`config.mk`:
```
export PLATFORM = sky130hd
export DESIGN_NAME = gpr_wb_arbiter
export DESIGN_NICKNAME = d
export VERILOG_FILES = /design/src/rtl/gpr_wb_arbiter.sv
export SDC_FILE = /design/constraint.sdc
export NUM_CORES = 1
export LEC_CHECK = 0
export CORE_MARGIN = 2
export CORE_UTILIZATION = 40
export DETAILED_ROUTE_END_ITERATION = 10
export PLACE_DENSITY = 0.83
export REMOVE_ABC_BUFFERS = 1
export SYNTH_ARGS = -nofsm -noshare
export SYNTH_HDL_FRONTEND = slang
export SYNTH_SLANG_ARGS = --single-unit
```
`constraint.sdc`:
```
create_clock -name clk -period 3.4 [get_ports clk]
set_input_delay 0.34 -clock clk [delete_from_list [all_inputs] [get_ports clk]]
set_output_delay 0.34 -clock clk [all_outputs]
set_load 0.1 [all_outputs]
```
`src/rtl/gpr_wb_arbiter.sv`:
```
// gpr_wb_arbiter: round-robin write-back arbiter for the single GPR write port.
// Grants one of NUM_REQ execution units per cycle, registers the winner onto the
// port and suppresses x0 writes. Define GPR_CLEAR_ON_RESET_EN to build the
// post-reset sweep that writes zero to x1..x31 before any grant is issued.
module gpr_wb_arbiter #(
  parameter int DATA_WIDTH = 64,
  parameter int ADDR_WIDTH = 5,
  parameter int NUM_REQ    = 3
) (
  input  logic                           clk,
  input  logic                           rst,
  input  logic                           hold,
  input  logic [NUM_REQ-1:0]             req_valid,
  input  logic [NUM_REQ*ADDR_WIDTH-1:0]  req_addr,
  input  logic [NUM_REQ*DATA_WIDTH-1:0]  req_data,
  output logic [NUM_REQ-1:0]             req_ready,
  output logic                           gpr_wen,
  output logic [ADDR_WIDTH-1:0]          gpr_waddr,
  output logic [DATA_WIDTH-1:0]          gpr_wdata,
  output logic                           clr_busy
);

  localparam int LW = (NUM_REQ > 1) ? $clog2(NUM_REQ) : 1;
  localparam logic [LW-1:0] LAST_RST = LW'(NUM_REQ - 1);

  logic [ADDR_WIDTH-1:0] addr_a [NUM_REQ];
  logic [DATA_WIDTH-1:0] data_a [NUM_REQ];

  for (genvar g = 0; g < NUM_REQ; g++) begin : g_unpack
    assign addr_a[g] = req_addr[g*ADDR_WIDTH +: ADDR_WIDTH];
    assign data_a[g] = req_data[g*DATA_WIDTH +: DATA_WIDTH];
  end

  logic [LW-1:0] last;
  logic [LW-1:0] gidx;
  logic [LW:0]   sum;
  logic [LW-1:0] idx;
  logic          found;
  logic          run;

`ifdef GPR_CLEAR_ON_RESET_EN
  typedef enum logic {CLEAR, RUN} state_t;
  state_t                state_q, state_d;
  logic [ADDR_WIDTH-1:0] cnt;

  assign run      = (state_q == RUN);
  assign clr_busy = (state_q == CLEAR);

  // Sweep ends once the top address has been issued.
  always_comb begin
    state_d = state_q;
    if (state_q == CLEAR && cnt == '1) state_d = RUN;
  end

  // State register; reset always restarts the sweep.
  always_ff @(posedge clk) begin
    if (rst) state_q <= CLEAR;
    else     state_q <= state_d;
  end
`else
  assign run      = 1'b1;
  assign clr_busy = 1'b0;
`endif

  // Round-robin search starting just after the last granted requester.
  always_comb begin
    req_ready = '0;
    gidx      = last;
    found     = 1'b0;
    sum       = '0;
    idx       = '0;
    if (run && !hold) begin
      for (int k = 1; k <= NUM_REQ; k++) begin
        sum = {1'b0, last} + (LW+1)'(k);
        if (sum >= (LW+1)'(NUM_REQ)) sum = sum - (LW+1)'(NUM_REQ);
        idx = sum[LW-1:0];
        if (!found && req_valid[idx]) begin
          found          = 1'b1;
          req_ready[idx] = 1'b1;
          gidx           = idx;
        end
      end
    end
  end

  // Write port registers, sweep counter and round-robin pointer.
  always_ff @(posedge clk) begin
    if (rst) begin
      gpr_wen   <= 1'b0;
      gpr_waddr <= '0;
      gpr_wdata <= '0;
      last      <= LAST_RST;
`ifdef GPR_CLEAR_ON_RESET_EN
      cnt       <= ADDR_WIDTH'(1);
    end else if (state_q == CLEAR) begin
      gpr_wen   <= 1'b1;
      gpr_waddr <= cnt;
      gpr_wdata <= '0;
      cnt       <= cnt + 1'b1;
`endif
    end else if (found) begin
      // x0 writes are consumed but never reach the register file.
      gpr_wen   <= (addr_a[gidx] != '0);
      gpr_waddr <= addr_a[gidx];
      gpr_wdata <= data_a[gidx];
      last      <= gidx;
    end else begin
      gpr_wen   <= 1'b0;
    end
  end

endmodule

```
### Word level (Yosys, flattened, before mapping)

Index checks and enable logic that the tools add are counted.

| operators by class | value |
|---|---|
| add/subtract/negate cells | 6 |
| $lt $le $gt $ge | 10 |
| multiplexer cells | 40 |
| bitwise operators | 4 |
| reduce and logical (&&, ||, !) cells | 9 |

Operators by type and width:

| operator | number |
|---|---|
| $bmux 64 s2 | 1 |
| $mux 64 | 2 |
| $mux 2 | 10 |
| $mux 3 | 6 |
| $mux 1 | 12 |
| $bmux 5 s2 | 1 |
| $mux 5 | 2 |
| $ge 3x2->1 const B | 3 |
| $lt 2x3->1 const B | 3 |
| $add 2x2->3 const B | 2 |
| $bmux 1 s2 | 3 |
| $demux 1 s2 | 3 |
| $ge 2x1->1 const B | 3 |
| $or 3x3->3 | 2 |
| $sub 2x2->2 const B | 3 |
| $logic_and 1x1->1 | 5 |
| $reduce_bool 5->1 | 1 |
| $add 2x1->3 const B | 1 |
| $ge 3x3->1 const B | 1 |
| $not 2->3 | 1 |
| $logic_not 1->1 | 2 |
| $reduce_or 2->1 | 1 |
| $not 1->1 | 1 |

| word-level totals | value |
|---|---|
| register bits | 72 |
| input bits | 213 |
| output and inout bits | 74 |
| word-level logic and storage cells | 73 |

### Longest topological paths before layout

Gate-level depths: netlist of run 1.

| depth | value |
|---|---|
| depth in word-level cells | 21 |
| gate-level depth with buffers | 12 |

### Worst setup path before layout of run 1

No wires, ideal clock.

| timing | value |
|---|---|
| path type | reg2out |
| start | register last[0] |
| end | output req_ready[0] |
| data arrival time | 3798 ps |
| required time | 3060 ps |
| slack | -738 ps |
| cell stages (with the launch flop) | 7 |
| path buffers | 0 |
| cell sequence | dfxtp_1 > inv_1 > ha_1 > mux2_4 > a21oi_4 > nor2_1 > a211oi_1 |

| between the ends | value |
|---|---|
| longest elaborated chain between the ends | 16 |

RTL lines:

| what | line | source |
|---|---|---|
| start, declared | 34 | `logic [LW-1:0] last;` |
| start signal, assigned | 106 | `last <= gidx;` |
| $add 2x1->3 | 74 | `sum = {1'b0, last} + (LW+1)'(k);` |
| $ge 3x2->1 / $sub 2x2->2 (equally long branches) | 75 | `if (sum >= (LW+1)'(NUM_REQ)) sum = sum - (LW+1)'(NUM_REQ);` |
| $mux 2 | 75 |  |
| $mux 2 | 72 | `if (run && !hold) begin` |
| $lt 2x3->1 (implied by the code) (tied with other cells) | 79 | `req_ready[idx] = 1'b1;` |
| $logic_and 1x1->1 (implied by the code) / $mux 1 (equally long branches) | 79, 77 |  |
| $mux 1 (on tied branches) | 79, 77 |  |
| $demux 1 s2 / $mux 1 (equally long branches) | 79, 72 |  |
| $mux 3 / $logic_not 1->1 (equally long branches) | 77 | `if (!found && req_valid[idx]) begin` |
| $mux 3 / $logic_and 1x1->1 (equally long branches) | 72, 77 |  |
| $or 3x3->3 (no source line) / $mux 1 (equally long branches) | - |  |
| $mux 3 / $mux 1 (equally long branches) | 77, 72 |  |
| $mux 3 / $logic_not 1->1 (equally long branches) | 72, 77 |  |
| $or 3x3->3 (no source line) / $logic_and 1x1->1 (equally long branches) | - |  |
| $mux 3 (*) | 77 |  |
| $mux 3 (*) | 72 |  |
| end, declared | 16 | `output logic [NUM_REQ-1:0] req_ready,` |

Every way passes the cells marked *; elsewhere a longest branch is shown, timed or not. The select of a mux whose other input is x is not followed.

### Worst setup path in the final report of run 1

| timing | value |
|---|---|
| start | register last[0] |
| end | output req_ready[1] |

The elaborated chain is that of the path after synthesis.

==> results of run 1 <==
==> sequential cells by signal (all words and copies together) (netlist names) <==
register / flops
gpr_wen: 1
gpr_waddr: 5
last: 2
gpr_wdata: 64
==> Yosys cell counts, drive strengths merged, types with 4 or more instances <==
| library cell | number | area share (%) |
|---|---|---|
| o21ai | 7 | 0.75 |
| mux2i | 67 | 13 |
| nor2 | 9 | 0.66 |
| nor3 | 7 | 0.68 |
| a21oi | 68 | 6.9 |
| nand3 | 69 | 6.7 |
| ha | 6 | 1.5 |
| clkbuf | 29 | 2.1 |
| a21boi | 65 | 9.5 |
| nor3b | 6 | 0.87 |
| o41ai | 4 | 1.3 |
| dfxtp | 72 | 28 |
| a221oi | 64 | 18 |
| buf | 34 | 4.2 |
| inv | 6 | 0.44 |
==> final cells by class <==
type                       instances  area [µm²]
clock buffer                      14       284.0
multi-input combinational        403        3412
timing repair buffer             297        3045
inverter                           6       22.52
clock inverter                     2       35.03
fill                             983        4164
tap                              172       215.2
sequential                        72        1441
==> cell families (layout without fill, tap and decap cells) <==
group,after synthesis,in the layout
adders and majority gates,6,6
AOI/OAI and AO/OA,224,224
other,1,1
muxes,70,70
DFF,72,72
and+or+nand+nor,102,102
buffers and inverters,69,319
==> worst min-delay path, cell delays in order (launching register included) <==
cell and delay (ps):
dfxtp_1 310, nand3_1 80, o41ai_2 60
==> per-stage QoR <==
step | hold WS [ps] | util, % | setup TNS, ps | instance area [µm²]
after floorplan | 406.2 | - | -122170 | 4823
after global placement | 466.4 | 64.34 | 0 | 8119
after detailed placement | 478.2 | 64.34 | 0 | 8119
after CTS | 475.5 | 66.90 | 0 | 8443
after global routing | 505.3 | 67.00 | 0 | 8456
final | 494.9 | 67.00 | 0 | 8456
==> final timing paths <==
kind,endpoint,slack (ps)
hold / removal,gpr_waddr[2],490
hold reg to reg,gpr_waddr[2],490
setup / recovery,req_ready[1],170
setup reg to reg,gpr_wdata[52],320
==> per-layer routing <==
metal | track usage (%) | share of wire, % | routed length [µm] | up-vias
li1 | - | - | - | 2617
met4 | 13.55 | 4.1 | 767 | 0
met1 | 28.65 | 38 | 7209 | 2644
met3 | 7.364 | 8.2 | 1545 | 50
met2 | 46.71 | 49 | 9286 | 266
met5 | 0 | 0 | 0 | -
==> power breakdown <==
| group | internal (µW) | switching, µW |
|---|---|---|
| Combinational | 1210 | 2450 |
| Clock | 648 | 379 |
| Sequential | 1030 | 140 |
| Total | 2890 | 2970 |
==> metrics.md, run 1 <==
| Metric | Value |
|---|---|
| Status | `complete, no violations` |
| FP Rows | `41` |
| Post-Synth XOR/XNOR Area | `0%` |
| Distinct cells, synth | `48` |
| GRT Total Usage | `26.35%` |
| Setup-failing EPs final | `0` |
| Worst VDD drop | `0.4191 mV` |
| Placed Cells | `950` |
| Largest stage delay on the critical path | `430 ps` |
| Start of the worst register-to-register path | `last[0]` |
| CP top delay family | `compound AO/OA/AOI/OAI gates` |
| Clock transition at the registers of the reported paths | `60 ps` |
| Lkg Pwr | `0.003067 µW` |
| HP Class | `flip-flop to flip-flop` |
| Most common cell after layout, fill and taps aside | `clkdlybuf4s50_1` |
| Largest net degree at the start of global routing | `69` |
| RSZ-0062 raised after global routing | `false` |
| Die width | `117.5 µm` |
| Via count | `5,577` |
| Final hold violation count | `0` |
| Synth Cell Area | `5150 µm²` |
| DR vias/cell | `5.773` |
| Clk_skew | `5.167 ps` |
| Crit start category | `flip-flop` |
| Synth Register Bits | `72` |
| Max-slew violations | `0` |
| Synth Instances | `544` |
| Global-route wire length before repair | `29,470 µm` |
| WP data required | `3060 ps` |
| Die area | `13,800 µm²` |
| Post-synth EDFFs | `0` |
| Antenna-violating nets left | `0` |
| Post-synthesis mux area share | `13.82%` |
| Worst-margin pin slew | `1030 ps` |
| Worst Setup Path Type | `flip-flop to primary output` |
| Die height | `117.5 µm` |
| Remaining DRCs | `0` |
| Most used cell, CP | `nor2_1` |
| Compound-gate portion of the synthesized area | `39.63%` |
| Most frequent cells in the layout | `281 x clkdlybuf4s50_1, 72 x dfxtp_1, 69 x nand3_1, 67 x mux2i_1, 66 x a21oi_1` |
| Routed WL | `18,810 µm` |
| P&R area growth vs syn | `64.19%` |
| Synth Warn # | `0` |
| Sequential share of the synthesized area | `27.99%` |
| Starting Density | `40.81%` |
| Clk root buf | `clkbuf_16` |
| Cts repair resizes | `1` |
| Final worst setup slack | `174.7 ps` |
| CTS H-tree depth | `3` |
| Clock sinks | `72` |
| Slowest CP cell | `dfxtp_1` |
| Pwr Density | `692.8 nW/µm²` |
| Total chip power | `5858 µW` |
| Min cycle time layout | `3225 ps` |
| Hold path depth | `2` |
| Share of layout cells above drive strength 1 | `13.73%` |
| Drt initial violations | `340` |
| Vias in the first global route | `5,683` |
| Synth Flop Type | `dfxtp_1` |
| CP cell instances | `inv_1 -> ha_4 -> mux2_2 -> a21oi_2 -> nor2_1 -> a22o_1 -> a21oi_1 -> nor2_1 -> buf_4` |
| Max Fclk | `310.0 MHz` |
| Crit path max fanout | `12` |
| Worst Setup SP | `last[0]` |
| Non-filler cells, final | `966` |
| Worst path depth | `9` |
| Max-slew headroom | `31.15%` |
| Num CTS Buffers | `9` |
| HP Start | `gpr_waddr[2]` |
| Reg2reg path depth | `8` |
| CTS tree | `built` |
| Buf/Inv on CP | `2` |
| Period utilization | `94.86%` |
| Initial antenna violation count | `0` |
| Synth Area in Simple Gates | `10.25%` |
| Number of buffers added on ports | `285` |
| Mean Syn Cell Area | `9.467 µm²` |
| Post-CTS Hold Fix Bufs | `0` |
| Main combinational cell family by area after synthesis | `compound AO/OA/AOI/OAI gates` |
| Clk Latency, worst-skew pair | `340 ps` |
| CP Capture Type | `primary output` |
| Antenna Cells | `0` |
| Synth Area in Adders | `1.458%` |
| Drt pass-1 iters | `5` |
| # IOs | `287` |
| Max-cap violations | `0` |
| CTS max path bufs | `2` |
| Overflow after GRT | `0` |
| Wire length per cell | `19.47 µm` |
| Final net count | `1,008` |
| Postcts setup bufs | `0` |
| DP HPWL | `13,400 µm` |
| DP Worst Slack | `274.3 ps` |
| Critical path arrival | `2890 ps` |
| Core region area | `12,620 µm²` |
| GPL Wtd Cong | `0.8571` |
| Share of flip-flops with an asynchronous set or reset | `0%` |
No activity file was read; power rests on OpenSTA's default activity.
==> inputs of run 2 (changes only) <==
CTS_CLUSTER_DIAMETER = 80   (was unset)
SETUP_SLACK_MARGIN = 0.5   (was unset)
==> run 2 against run 1 <==
Net effect: worst hold slack about the same; critical path depth fell by 2; routed wire length rose by 1.2%; setup slack gained 330 ps; critical endpoint is now req_ready[0]; largest power group unchanged.
==> metrics.md, run 2 (same netlist as run 1, synthesis figures left out) <==
| Metric | Value |
|---|---|
| Status | `complete, no violations` |
| Max Fclk | `346.0 MHz (+12%)` |
| Worst Setup Path Type | `flip-flop to primary output` |
| Clk Latency, worst-skew pair | `350 ps (about the same)` |
| Drt pass-1 iters | `4 (-1)` |
| P&R area growth vs syn | `66.01%` |
| Most common cell after layout, fill and taps aside | `clkdlybuf4s50_1` |
| Drt initial violations | `370 (+8.8%)` |
| Logic pwr share | `62.9% (+0.4 points)` |
| Max-slew violations | `0 (unchanged)` |
| Clock transition at the registers of the reported paths | `60 ps (about the same)` |
| Final hold violation count | `0 (unchanged)` |
| Clock sinks | `72 (unchanged)` |
| Sw frac | `50.48% (-0.18 points)` |
| Min cycle time layout | `2890 ps (-335.0 ps)` |
| Die area | `13,800 µm² (unchanged)` |
| GRT Total Usage | `26.42% (+0.064 points)` |
| CTS max path bufs | `2 (unchanged)` |
| Crit path max fanout | `8 (-4)` |
| Vias in the first global route | `5,689 (+0.11%)` |
| Global-route wire length before repair | `29,520 µm (+0.17%)` |
| Clk_skew | `3.371 ps (-1.796 ps)` |
| CTS tree | `built` |
| WP data required | `3060 ps (about the same)` |
| Sequential Power Share | `19.8% (-0.2 points)` |
| Max reg flops | `64 (unchanged)` |
| Share of layout cells above drive strength 1 | `15.39% (+1.7 points)` |
| Crit start category | `flip-flop` |
| Num CTS Buffers | `9 (unchanged)` |
| Via count | `5,668 (+1.6%)` |
| GPL Wtd Cong | `0.8571 (unchanged)` |
| Antenna-violating nets left | `0 (unchanged)` |
| Switch Pwr | `2989 µW (+0.69%)` |
| FP Rows | `41 (unchanged)` |
| DR vias/cell | `5.837 (+1.1%)` |
| Number of buffers added on ports | `285 (unchanged)` |
| Clk root buf | `clkbuf_16` |
| Period utilization | `85.01% (-9.9 points)` |
| Remaining DRCs | `0 (unchanged)` |
| Largest registers | `gpr_wdata x64, gpr_waddr x5, last x2` |
| Lkg Pwr | `0.003094 µW (+0.87%)` |
| Fin area | `8549 µm² (+1.1%)` |
| HP Class | `flip-flop to flip-flop` |
| Initial antenna violation count | `0 (unchanged)` |
| Max-cap violations | `0 (unchanged)` |
| Wire length per cell | `19.61 µm (+0.72%)` |
| Die width | `117.5 µm (unchanged)` |
| # IOs | `287 (unchanged)` |
| Final net count | `1,013 (+0.50%)` |
| Worst-margin pin slew | `1031 ps (+1.889 ps)` |
| Overflow after GRT | `0 (unchanged)` |
| Routed WL | `19,040 µm (+1.2%)` |
| Most frequent cells in the layout | `281 x clkdlybuf4s50_1, 70 x dfxtp_1, 69 x nand3_1, 65 x a21oi_1, 65 x mux2i_1` |
| CP Capture Type | `primary output` |
| Total chip power | `5920 µW (+1.1%)` |
| Starting Density | `40.81% (unchanged)` |
| Final Util | `67.75% (+0.74 points)` |
| Critical path arrival | `2550 ps (-340 ps)` |
| DP HPWL | `13,400 µm (unchanged)` |
| Setup-failing EPs final | `0 (unchanged)` |
| Core region area | `12,620 µm² (unchanged)` |
| Placed cell areas | `8119 µm² (unchanged)` |
| Antenna Cells | `0 (unchanged)` |
| Worst VDD drop | `0.4187 mV (about the same)` |
| Die height | `117.5 µm (unchanged)` |
| Pwr Density | `692.5 nW/µm² (about the same)` |
| Max-slew headroom | `31.02% (-0.13 points)` |
| Proportion of power drawn by the clock network | `17.3% (-0.2 points)` |
| Largest net degree at the start of global routing | `69 (unchanged)` |
| RSZ-0062 raised after global routing | `true` |
| FILL cells | `971 (-1.2%)` |
| Post-CTS Hold Fix Bufs | `0 (unchanged)` |
| Biggest register | `gpr_wdata` |
| Pint | `2931 µW (+1.4%)` |
| CTS H-tree depth | `3 (unchanged)` |
[run 2: area by class of cell]
cell class | count | area [µm²] | area share (%)
clock buffer | 14 | 284.0 | 3.322
clock inverter | 2 | 35.03 | 0.4098
inverter | 6 | 22.52 | 0.2634
multi-input combinational | 403 | 3443 | 40.28
sequential | 72 | 1444 | 16.89
tap | 172 | 215.2 | 2.517
timing repair buffer | 302 | 3105 | 36.32
[run 2: repair_timing]
action,CTS,global route
setup endpoints to repair,73,70
resized for setup,9,8
endpoints found under the hold margin,0,0
setup buffers,1,4
pin swaps,1,3
[run 2: worst paths after layout]
check,start,endpoint,slack [ps],cells after the start
min reg2reg,gpr_waddr[1],gpr_waddr[1],500,2
max,last[0],req_ready[0],510,7
max reg2reg,last[0],gpr_wdata[60],600,10
min,gpr_waddr[1],gpr_waddr[1],500,2
[run 2: routing by layer]
| layer | track usage (%) | part of all wire [%] | vias to the layer above |
|---|---|---|---|
| li1 | - | - | 2626 |
| met1 | 28.78 | 37 | 2698 |
| met2 | 46.75 | 50 | 293 |
| met3 | 7.364 | 8.8 | 51 |
| met4 | 13.63 | 4.2 | 0 |
| met5 | 0 | 0 | - |
[run 2: worst max-delay path, cell delays in order (launching register included)]
cell and delay, ps:
dfxtp_2 400, inv_2 120, ha_4 340, mux2_4 330, a21oi_4 280, nor2_1 110
a211oi_2 390, buf_12 230
[run 2: through the flow]
stage          hold WS, ps  TNS (ps)  std cells  worst slack [ps]
2_1_floorplan        406.2   -122170        481             -1742
4_1_cts              475.3         0        967             476.1
6_report             495.1         0        971             509.6
3_5_place_dp         478.2         0        950             274.3
3_3_place_gp         466.4         0        950             402.1
5_1_grt              504.8         0        971             460.8
[run 2: power groups by stage]
stage	Combinational, µW	Sequential [µW]	Clock [µW]
after detailed placement	3640	1180	0
final	3720	1170	1020
after global placement	3580	1170	0
after CTS	3680	1170	1040
after floorplan	1370	2440	0
after global routing	3880	1200	1080
==> inputs of run 3 (changes only) <==
SKIP_CTS_REPAIR_TIMING = 1   (was unset)
==> run 3 against run 2 <==
Net effect: final cell count stayed put; non-clock buffer count is 1 lower; routed wire length is 0.30% lower; clock-buffer cell count stayed put; critical path depth is 1 higher; largest cell class unchanged; die area stayed put; total power is 0.19% lower; first-iteration DRC count is 3.8% lower; global-route usage is 0.11 points lower; setup slack better by 36 ps; critical endpoint unchanged; combinational power hardly changed; highest routed layer unchanged.
==> metrics.md, run 3 (same netlist as run 1, synthesis figures left out) <==
| Metric | Value |
|---|---|
| Status | `complete, no violations` |
| Multi-input logic area | `3455 µm² (+0.33%)` |
| Overflow after GRT | `0 (unchanged)` |
| Setup-failing EPs final | `0 (unchanged)` |
| Via count | `5,643 (-0.44%)` |
| Min cycle time layout | `2854 ps (-36.09 ps)` |
| Core region area | `12,620 µm² (unchanged)` |
| Drt initial violations | `356 (-3.8%)` |
| Total chip power | `5909 µW (-0.19%)` |
| RSZ-0062 raised after global routing | `false` |
| Max-slew headroom | `31.10% (+0.074 points)` |
| Antenna Cells | `0 (unchanged)` |
| Clock sinks | `72 (unchanged)` |
| Critical path arrival | `2510 ps (-40 ps)` |
| R2R Setup Slk | `660 ps (+60 ps)` |
| Slowest CP cell | `a211oi_2` |
| CTS H-tree depth | `3 (unchanged)` |
| WP data required | `3060 ps (about the same)` |
| Final net count | `1,013 (unchanged)` |
| Antenna-violating nets left | `0 (unchanged)` |
| Most frequent cells in the layout | `281 x clkdlybuf4s50_1, 70 x dfxtp_1, 69 x nand3_1, 65 x a21oi_1, 65 x mux2i_1` |
| Num CTS Buffers | `9 (unchanged)` |
| TNS Setup | `0 ps (unchanged)` |
| Max Fclk | `350.4 MHz (+1.3%)` |
| CTS max path bufs | `2 (unchanged)` |
| HP Class | `input pin to flip-flop` |
| Lkg Pwr | `0.003086 µW (-0.26%)` |
| P&R area growth vs syn | `65.79%` |
| Max-cap violations | `0 (unchanged)` |
| Routed WL | `18,990 µm (-0.30%)` |
| Max reg flops | `64 (unchanged)` |
| CP Capture Type | `primary output` |
| Remaining DRCs | `0 (unchanged)` |
| Worst VDD drop | `0.4179 mV (-0.20%)` |
| Clk_skew | `3.556 ps (+0.1850 ps)` |
| Die area | `13,800 µm² (unchanged)` |
| Starting Density | `40.81% (unchanged)` |
| Biggest register | `gpr_wdata` |
| Largest net degree at the start of global routing | `69 (unchanged)` |
| Wire length per cell | `19.55 µm (-0.30%)` |
| Vias in the first global route | `5,674 (-0.26%)` |
| Pwr Density | `692.0 nW/µm² (about the same)` |
| # IOs | `287 (unchanged)` |
| Period utilization | `83.95% (-1.1 points)` |
| Initial antenna violation count | `0 (unchanged)` |
| Max-slew violations | `0 (unchanged)` |
| Die width | `117.5 µm (unchanged)` |
| Clk Latency, worst-skew pair | `340 ps (about the same)` |
| Global-route wire length before repair | `29,440 µm (-0.26%)` |
| FF/Latch Area | `1444 µm² (unchanged)` |
| FILL cells | `968 (-0.31%)` |
| Largest registers | `gpr_wdata x64, gpr_waddr x5, last x2` |
| Largest stage delay on the critical path | `390 ps (about the same)` |
| Worst Setup Path Type | `flip-flop to primary output` |
| GRT Total Usage | `26.31% (-0.11 points)` |
| Number of buffers added on ports | `285 (unchanged)` |
| Clock transition at the registers of the reported paths | `60 ps (about the same)` |
| DP HPWL | `13,400 µm (unchanged)` |
| CP cell instances | `inv_2 -> ha_2 -> mux2i_4 -> mux2i_2 -> nor2_2 -> a22oi_1 -> a211oi_2 -> buf_12` |
| Crit start category | `flip-flop` |
| Final hold violation count | `0 (unchanged)` |
| Die height | `117.5 µm (unchanged)` |
| GPL Wtd Cong | `0.8571 (unchanged)` |
| FP Rows | `41 (unchanged)` |
| Share of layout cells above drive strength 1 | `15.52% (+0.13 points)` |
| Worst-margin pin slew | `1030 ps (-1.104 ps)` |
| Most common cell after layout, fill and taps aside | `clkdlybuf4s50_1` |
| Clk root buf | `clkbuf_16` |
| Drt pass-1 iters | `5 (+1)` |
| Crit path max fanout | `7 (-1)` |
| DR vias/cell | `5.812 (-0.44%)` |
| CTS tree | `built` |
-- run 3: changes by cell type in the layout (fill, tap and decap cells not counted) --
cell / delta
nor2_2: +1
a21oi_2: +1
buf_12: -1
buf_6: +1
nor2_1: -1
clkbuf_8: -1
-- run 3: layer usage --
layer,vias up,global-route usage (%),routed length (µm)
met1,2670,28.65,7126
met3,52,7.413,1627
met2,288,46.56,9450
li1,2633,-,-
met4,0,13.48,782
met5,-,0,0
-- run 3: through the flow --
step	cells	util, %	cell area [µm²]	hold WS (ps)	setup WS, ps
6_report	971	67.66	8538	492.2	545.7
5_1_grt	971	67.66	8538	504.4	461.0
4_1_cts	966	66.87	8438	475.5	-5.217
2_1_floorplan	481	-	4823	406.2	-1742
3_3_place_gp	950	64.34	8119	466.4	402.1
3_5_place_dp	950	64.34	8119	478.2	274.3
-- run 3: area by class of cell --
class | instances | share of cell area, %
Multi-Input combinational cell | 404 | 40.46
Timing Repair Buffer | 301 | 36.11
Sequential cell | 72 | 16.91
Clock buffer | 14 | 3.326
Tap cell | 172 | 2.521
Clock inverter | 2 | 0.4103
Inverter | 6 | 0.2638
-- run 3: path summary, 6_finish.rpt --
kind | start | end | cells after the start
worst max-delay path | last[0] | req_ready[0] | 8
worst max register to register | last[0] | gpr_wdata[52] | 8
worst min register to register | gpr_waddr[0] | gpr_waddr[0] | 2
worst min-delay path | rst | last[0] | 2
-- run 3: worst max-delay path: cells and delay by family, from the launching register on --
family | cells | cell delay [ps]
buffers and inverters | 2 | 390
multiplexers | 2 | 490
AO/OA/AOI/OAI | 2 | 500
AND/OR/NAND/NOR | 1 | 150
flip-flops | 1 | 360
adder cells (fa/ha/maj) | 1 | 280
-- run 3: power by group --
part / switching (µW) / leakage (µW) / total, µW / internal (µW)
Clock: 377 / 0.000159 / 1020 / 648
Sequential: 141 / 0.000597 / 1170 / 1030
Combinational: 2470 / 0.00233 / 3710 / 1240
Total: 2990 / 0.00309 / 5910 / 2920
